[config.mk]
export PLATFORM = sky130hd
export DESIGN_NAME = fifo_rd_stream
export DESIGN_NICKNAME = d
export VERILOG_FILES = /design/src/rtl/fifo_rd_pkg.sv /design/src/rtl/fifo_rd_buf.sv /design/src/rtl/fifo_rd_stream.sv
export SDC_FILE = /design/constraint.sdc
export NUM_CORES = 1
export LEC_CHECK = 0
export CORE_MARGIN = 4
export CORE_UTILIZATION = 52
export DETAILED_ROUTE_END_ITERATION = 10
export PLACE_DENSITY_LB_ADDON = 0.05
export SYNTH_ARGS = -nofsm -noshare
export SYNTH_HDL_FRONTEND = slang
export SYNTH_SLANG_ARGS = --single-unit
[constraint.sdc]
create_clock -name clk -period 6.8 [get_ports clk]
set_clock_uncertainty 0.15 [all_clocks]
set_input_delay 1.02 -clock clk [delete_from_list [all_inputs] [get_ports clk]]
set_output_delay 1.02 -clock clk [all_outputs]
set_load 0.02 [all_outputs]
[src/rtl/fifo_rd_pkg.sv]
// Shared types and helpers for the FIFO read-side stream adapter.
package fifo_rd_pkg;

  localparam int MIN_FULL_RATE_DEPTH = 3;

  typedef logic [31:0] perf_cnt_t;

  function automatic int lvl_w(input int depth);
    return $clog2(depth + 1);
  endfunction

endpackage

[src/rtl/fifo_rd_buf.sv]
// Circular prefetch storage with registered head word and occupancy.
// Pointers wrap explicitly at DEPTH-1, so any depth (not only powers of two) works.
module fifo_rd_buf
  import fifo_rd_pkg::*;
#(
  parameter int DATA_WIDTH = 64,
  parameter int DEPTH      = 3
) (
  input  logic                    clk,
  input  logic                    rst,
  input  logic                    i_wr_en,
  input  logic [DATA_WIDTH-1:0]   i_wr_dat,
  input  logic                    i_pop,
  output logic [DATA_WIDTH-1:0]   o_head_dat,
  output logic [lvl_w(DEPTH)-1:0] o_count
);

  localparam int            PW   = $clog2(DEPTH);
  localparam int            LW   = lvl_w(DEPTH);
  localparam logic [PW-1:0] LAST = PW'(DEPTH - 1);

  logic [DATA_WIDTH-1:0] r_mem [DEPTH];
  logic [PW-1:0]         r_wr_ptr;
  logic [PW-1:0]         r_rd_ptr;
  logic [LW-1:0]         r_count;

  function automatic logic [PW-1:0] ptr_inc(input logic [PW-1:0] p);
    return (p == LAST) ? '0 : p + 1'b1;
  endfunction

  always_ff @(posedge clk) begin
    if (rst) begin
      r_wr_ptr <= '0;
      r_rd_ptr <= '0;
      r_count  <= '0;
    end else begin
      if (i_wr_en) r_wr_ptr <= ptr_inc(r_wr_ptr);
      if (i_pop)   r_rd_ptr <= ptr_inc(r_rd_ptr);
      case ({i_wr_en, i_pop})
        2'b10:   r_count <= r_count + 1'b1;
        2'b01:   r_count <= r_count - 1'b1;
        default: r_count <= r_count;
      endcase
    end
  end

  // Storage needs no reset: contents are only observed while r_count != 0.
  always_ff @(posedge clk) begin
    if (i_wr_en) r_mem[r_wr_ptr] <= i_wr_dat;
  end

  assign o_head_dat = r_mem[r_rd_ptr];
  assign o_count    = r_count;

endmodule

[src/rtl/fifo_rd_stream.sv]
// FIFO rd_en/empty/dout (1-cycle latency) to registered valid/ready stream; pop at t gives m_valid at t+2.
// Pops are issued from occupancy only, never from m_ready; FIFO_RD_STREAM_PERF_EN adds beat/stall counters.
module fifo_rd_stream
  import fifo_rd_pkg::*;
#(
  parameter int DATA_WIDTH = 64,
  parameter int SKID_DEPTH = 3
) (
  input  logic                         clk,
  input  logic                         rst,
  input  logic                         fifo_empty,
  output logic                         fifo_rd_en,
  input  logic [DATA_WIDTH-1:0]        fifo_dout,
  output logic                         m_valid,
  input  logic                         m_ready,
  output logic [DATA_WIDTH-1:0]        m_data,
  output logic [lvl_w(SKID_DEPTH)-1:0] level
`ifdef FIFO_RD_STREAM_PERF_EN
  ,
  output perf_cnt_t                    beat_cnt,
  output perf_cnt_t                    stall_cnt
`endif
);

  localparam int LW = lvl_w(SKID_DEPTH);

  logic          r_inflight;
  logic [LW-1:0] w_count;
  logic [LW:0]   w_committed;
  logic          w_pop;

  // Words already held plus the one still coming back from the FIFO.
  assign w_committed = {1'b0, w_count} + {{LW{1'b0}}, r_inflight};
  assign fifo_rd_en  = !rst && !fifo_empty && (w_committed < (LW+1)'(SKID_DEPTH));
  assign m_valid     = (w_count != '0);
  assign w_pop       = m_valid && m_ready;
  assign level       = w_count;

  always_ff @(posedge clk) begin
    if (rst) r_inflight <= 1'b0;
    else     r_inflight <= fifo_rd_en;
  end

  fifo_rd_buf #(
    .DATA_WIDTH (DATA_WIDTH),
    .DEPTH      (SKID_DEPTH)
  ) u_buf (
    .clk        (clk),
    .rst        (rst),
    .i_wr_en    (r_inflight),
    .i_wr_dat   (fifo_dout),
    .i_pop      (w_pop),
    .o_head_dat (m_data),
    .o_count    (w_count)
  );

`ifdef FIFO_RD_STREAM_PERF_EN
  perf_cnt_t r_beat_cnt;
  perf_cnt_t r_stall_cnt;

  always_ff @(posedge clk) begin
    if (rst) begin
      r_beat_cnt  <= '0;
      r_stall_cnt <= '0;
    end else begin
      if (w_pop)               r_beat_cnt  <= r_beat_cnt + 1'b1;
      if (m_valid && !m_ready) r_stall_cnt <= r_stall_cnt + 1'b1;
    end
  end

  assign beat_cnt  = r_beat_cnt;
  assign stall_cnt = r_stall_cnt;
`endif

`ifndef SYNTHESIS
  a_no_overcommit: assert property (@(posedge clk) disable iff (rst)
    w_committed <= (LW+1)'(SKID_DEPTH));
  a_no_write_full: assert property (@(posedge clk) disable iff (rst)
    !(r_inflight && (w_count == LW'(SKID_DEPTH))));
`endif

endmodule

==> metrics.cfg, run 1 <==
[run_status]
outcome = completed

[synth]
synth_cells = 443
synth.ff_latch_count = 201
synth_area_leaders = edfxtp_1 (77%), mux2i_1 (8.6%), o21ai_0 (4.4%)
syn_area_um2 = 7440
syn_avg_cell_area_um2 = 16.8
synth_cell_type_count = 24
synth_warnings = 0
synthFlopType = edfxtp_1
syn_nets = 514
yosys-top-cells-count = edfxtp_1 (192), nand2_1 (67), o21ai_0 (65), mux2i_1 (64), clkbuf_1 (11)
synth_top_area_share = 0.774
synth-seq-area-share = 0.799
postSynth.asyncResetShare = 0
synth_area_leader_cell = edfxtp_1
synth_edf_count = 192
yosysMostFrequentCell = edfxtp_1

[clock_tree]
cts_setup_buffers = 0
cts_hold_buf = 0
htreeDepth = 1
clkTransAtPathRegs_ns = 0.05
cts_sinks = 201
cts_buffers = 20
clock_latency_ns = 0.47
cts_tree = yes
cts_root_buf = clkbuf_16
cts_resized = 0
cts_buffer_depth = 3

[die]
core_area_um2 = 13900
die_area_um2 = 16300
die_w_um = 128
start_util = 0.534
die_y_um = 128
ios = 136
rows = 43

[critical_path]
r2r_slack_ns = 4.46
path_class = reg -> out
worst-path-max-fanout = 40
reg2reg_from = r_inflight$_SDFF_PP0_
cp.required_ns = 5.63
start_kind = flip-flop
worst-r2r-cell-count = 3
critical_path.endpoint_type = output port
r2r-end = u_buf.r_mem[2][16]$_DFFE_PP_
critPathArrivalTime_ns = 2.95

[pwr]
ir_drop_mv = 0.315
p_leak_uw = 0.00300
pwr_density_cell_nw_per_um2 = 328

[drt]
ant_nets = 0
vias = 3977
wl_um = 13400
drc = 0
drtIter0Drc = 292
first_pass_iters = 4
via_per_inst = 5.13
route.detailed.wl_per_inst_um = 17.3

[sta]
min_period_over_period = 0.606
min_period_ns = 4.12
slew_headroom = 0.210
max_slew.worst_pin.slew_ns = 1.19
rsz0062_at_grt = no
setup_ws_ns = 2.68
slew_violations = 0
tns_ns = 0
fmax_ghz = 0.243
setup_viol = 0
hold_viol = 0

[placement]
place_ws_ns = 3.00
place_congestion = 0.691
io_buffers = 135
hpwlAfterDp_um = 8000

[hold_path]
hold_depth = 2
hold_path_class = reg -> reg
holdCritStartpoint = u_buf.r_rd_ptr[0]$_SDFFE_PP0N_

[global_route]
grt_max_degree = 129
antenna_found_initial = 0
grt_pass1_wl_um = 20800
overflow = 0
grt_use_total = 0.162
first_global_vias = 4113

[layout]
synthToLayoutAreaGrowth_pct = 28.3
antenna_cells = 0
drive_above_1_share = 0.0604
finalNetCount = 655

[flow_run]
max_cap_violations = 0

## logic make-up after synthesis
family / after synthesis / synth area share
AOI/OAI and AO/OA: 73 / 0.0508
adders and majority gates: 3 / 0.00504
buffers and inverters: 23 / 0.0155
and+or+nand+nor: 77 / 0.0417
xor gates and xnor gates: 2 / 0.00235
DFF: 201 / 0.799
muxes: 64 / 0.0860
## worst max path at each step
stage	from	slack, ns	end
2_1_floorplan	r_inflight$_SDFF_PP0_	1.14	u_buf.r_wr_ptr[0]$_SDFFE_PP0P_
3_3_place_gp	rst	3.06	fifo_rd_en
3_5_place_dp	rst	3.00	fifo_rd_en
4_1_cts	flip-flop	2.56	m_data[1]
5_1_grt	flip-flop	2.50	m_data[1]
6_report	flip-flop	2.68	m_data[1]
## metal layers
metal / GRT usage / share of wire / vias to the layer above
li1: - / - / 1952
met1: 0.209 / 0.42 / 1901
met2: 0.282 / 0.50 / 104
met3: 0.0404 / 0.066 / 20
met4: 0.0362 / 0.016 / 0
met5: 0 / 0 / -
## registers in the layout (all words and copies together) (netlist names), named ones only
name / cells
u_buf.r_mem: 192
u_buf.o_count: 2
u_buf.r_rd_ptr: 2
u_buf.r_wr_ptr: 2
r_inflight: 1
## metrics by stage
step,hold WS [ns],instance area (um2),cells,utilization,power (uW)
floorplan,0.296,7440,443,-,1870
global placement,0.304,8970,742,0.644,2190
detailed placement,0.329,8970,742,0.644,2200
CTS,0.338,9550,776,0.686,3180
global route,0.375,9550,776,0.686,3270
finish,0.334,9550,776,0.686,3130
## area by class of cell
| cell class | instances | area, um2 |
|---|---|---|
| Clock buffer | 29 | 556 |
| Clock inverter | 5 | 22.5 |
| Fill cell | 962 | 4380 |
| Inverter | 2 | 7.51 |
| Multi-Input combinational cell | 219 | 1400 |
| Sequential cell | 201 | 5950 |
| Tap cell | 180 | 225 |
| Timing Repair Buffer | 140 | 1390 |
## worst max-delay path: stages (launching register included)
cell and delay [ns]:
dfxtp_4 0.65, buf_4 0.69, mux2i_1 0.15, o21ai_0 0.29, clkdlybuf4s50_1 0.68
## report_power, final
group / total [uW] / switching, uW / leakage (uW) / internal, uW
clock network: 971 / 407 / 0.000283 / 564
logic: 683 / 347 / 0.000895 / 336
registers: 1480 / 58.5 / 0.00182 / 1420
## cells in the final DEF (no fill, tap or decap), drive strengths merged
| master | netlist | routed |
|---|---|---|
| a21oi | 4 | 4 |
| xor2 | 1 | 1 |
| inv | 2 | 2 |
| nand2 | 67 | 67 |
| buf | 10 | 5 |
| o21ai | 66 | 66 |
| clkdlybuf4s50 | 0 | 135 |
| clkbuf | 11 | 29 |
| a2111oi | 2 | 2 |
| or3 | 2 | 2 |
| clkinv | 0 | 5 |
| nor2 | 3 | 3 |
| xnor2 | 1 | 1 |
| and3b | 1 | 1 |
| ha | 3 | 3 |
| or2 | 1 | 1 |
| nor2b | 1 | 1 |
| mux2i | 64 | 64 |
| edfxtp | 192 | 192 |
| dfxtp | 9 | 9 |
| or3b | 1 | 1 |
| nor3 | 1 | 1 |
| o21ba | 1 | 1 |
Power figures use the tool's default switching activity.
==> run 2, diff against run 1 <==
==> constraint.sdc (replaced) <==
create_clock -name clk -period 4.3 [get_ports clk]
set_clock_uncertainty 0.15 [all_clocks]
set_input_delay 0.645 -clock clk [delete_from_list [all_inputs] [get_ports clk]]
set_output_delay 0.645 -clock clk [all_outputs]
set_load 0.02 [all_outputs]
==> metrics.cfg, run 2 (synthesized netlist as in run 1, its figures left out) <==
[sta]
fmax_ghz = 0.295
tns_ns = 0
max_slew.worst_pin.slew_ns = 1.12
slew_headroom = 0.250
setup_ws_ns = 0.909
rsz0062_at_grt = no
slew_violations = 0
setup_viol = 0
min_period_ns = 3.39
hold_viol = 0
min_period_over_period = 0.789

[critical_path]
worst-r2r-cell-count = 3
reg2reg_from = u_buf.r_wr_ptr[1]$_SDFFE_PP0P_
critical_path.endpoint_type = output port
critPathArrivalTime_ns = 2.60
cp.required_ns = 3.50
critPathMaxStageDelay_ns = 0.73
crit_chain = buf_4, mux2i_1, o21ai_0, clkdlybuf4s50_1
r2r_slack_ns = 2.26
r2r-end = u_buf.r_mem[2][20]$_DFFE_PP_
start_kind = flip-flop
cpMaxStageDelayCell = dfxtp_4
worst-path-max-fanout = 33
path_class = reg -> out

[clock_tree]
cts_buffers = 20
clock_latency_ns = 0.46
cts_tree = yes
cts_sinks = 201
cts_root_buf = clkbuf_16
cts_hold_buf = 0
cts_buffer_depth = 3
cts_setup_buffers = 0
cts_resized = 0
htreeDepth = 1
clkTransAtPathRegs_ns = 0.06

[hold_path]
hold_depth = 2
hold_path_class = reg -> reg
holdCritStartpoint = u_buf.r_rd_ptr[1]$_SDFFE_PP0N_

[pwr]
finalPower_uw = 5030
comb_power_share = 0.217
swShare = 0.258
seq_power_share = 0.466
clkPwrFrac = 0.317
p_leak_uw = 0.00304
switching_power_uw = 1300
ir_drop_mv = 0.387
pwr_density_cell_nw_per_um2 = 523
internal_power_uw = 3740

[layout]
largest_register = u_buf.r_mem
layoutNonFillerInstCount = 779
final_common_cell = edfxtp_1
finalNetCount = 657
largest_reg_flops = 192
fill_cells = 970
drive_above_1_share = 0.0668
final_cell_mix = edfxtp_1 (192), clkdlybuf4s50_1 (135), nand2_1 (67), o21ai_0 (65), mux2i_1 (64)
antenna_cells = 0
synthToLayoutAreaGrowth_pct = 29.4

[placement]
hpwlAfterDp_um = 8470
placed_cells = 744
place_congestion = 0.707
io_buffers = 135
place_ws_ns = 1.26

[die]
start_util = 0.534
rows = 43
die_w_um = 128
die_y_um = 128
ios = 136
die_area_um2 = 16300
core_area_um2 = 13900

[drt]
ant_nets = 0
routed-wl-met3_um = 1020
top_layer = met4
drtIter0Drc = 217
first_pass_iters = 4
met2_length_um = 6930
vias = 4048
drc = 0
via_per_inst = 5.20
wl_um = 13800
wl_met1_um = 5600
route.detailed.wl_per_inst_um = 17.7

[run_status]
outcome = completed

[global_route]
grt_max_degree = 83
overflow = 0
grt_use_total = 0.168
first_global_vias = 4269
antenna_found_initial = 0
grt_pass1_wl_um = 21600

[flow_run]
max_cap_violations = 0

==> run 2: cell count changes in the layout (fill, tap and decap cells not counted) <==
cell       change
clkinv_2       +1
bufinv_16      +1
nor3_2         -1
buf_12         +2
nor3_4         +1
clkinv_1       +2
clkbuf_1       -3
==> run 2: area by class of cell <==
cell class                 instances  area (um2)  area share
tap                              180         225      0.0234
timing repair buffer             142        1430       0.148
sequential                       201        5950       0.618
clock buffer                      26         544      0.0565
clock inverter                     9        65.1     0.00676
inverter                           2        7.51    0.000780
multi-input combinational        219        1410       0.146
==> run 2: power groups by stage <==
stage	clock [uW]	combinational, uW	sequential [uW]
2_1_floorplan	0	631	2330
3_3_place_gp	0	1090	2390
3_5_place_dp	0	1100	2390
4_1_cts	1640	1110	2350
5_1_grt	1720	1170	2360
6_report	1600	1090	2350
==> run 2: worst max path at each step <==
| stage | slack, ns | endpoint | startpoint | depth (start not counted) |
|---|---|---|---|---|
| 3_5_place_dp | 1.26 | fifo_rd_en | rst | 3 |
| 5_1_grt | 0.71 | m_data[57] | flip-flop | 4 |
| 4_1_cts | 0.87 | m_data[53] | flip-flop | 4 |
| 2_1_floorplan | 0.56 | u_buf.r_mem[2][0]$_DFFE_PP_ | r_inflight$_SDFF_PP0_ | 2 |
| 3_3_place_gp | 1.33 | fifo_rd_en | rst | 3 |
| 6_report | 0.91 | m_data[53] | flip-flop | 4 |
==> run 2: per-layer routing <==
metal / GRT usage / vias up
met5: 0 / -
li1: - / 1962
met2: 0.304 / 108
met3: 0.0508 / 19
met4: 0.0337 / 0
met1: 0.199 / 1959
==> run 2: critical path, delay by kind of cell (launching register included) <==
family	cells	cell delay [ns]
buffers and inverters	2	1.03
muxes	1	0.11
AOI/OAI and AO/OA	1	0.24
DFF	1	0.73
==> run 2: stage by stage <==
stage	utilization	instance area (um2)	hold WS [ns]
finish	0.691	9630	0.328
global route	0.691	9630	0.354
CTS	0.691	9630	0.332
detailed placement	0.647	9020	0.322
global placement	0.647	9020	0.311
floorplan	-	7450	0.296
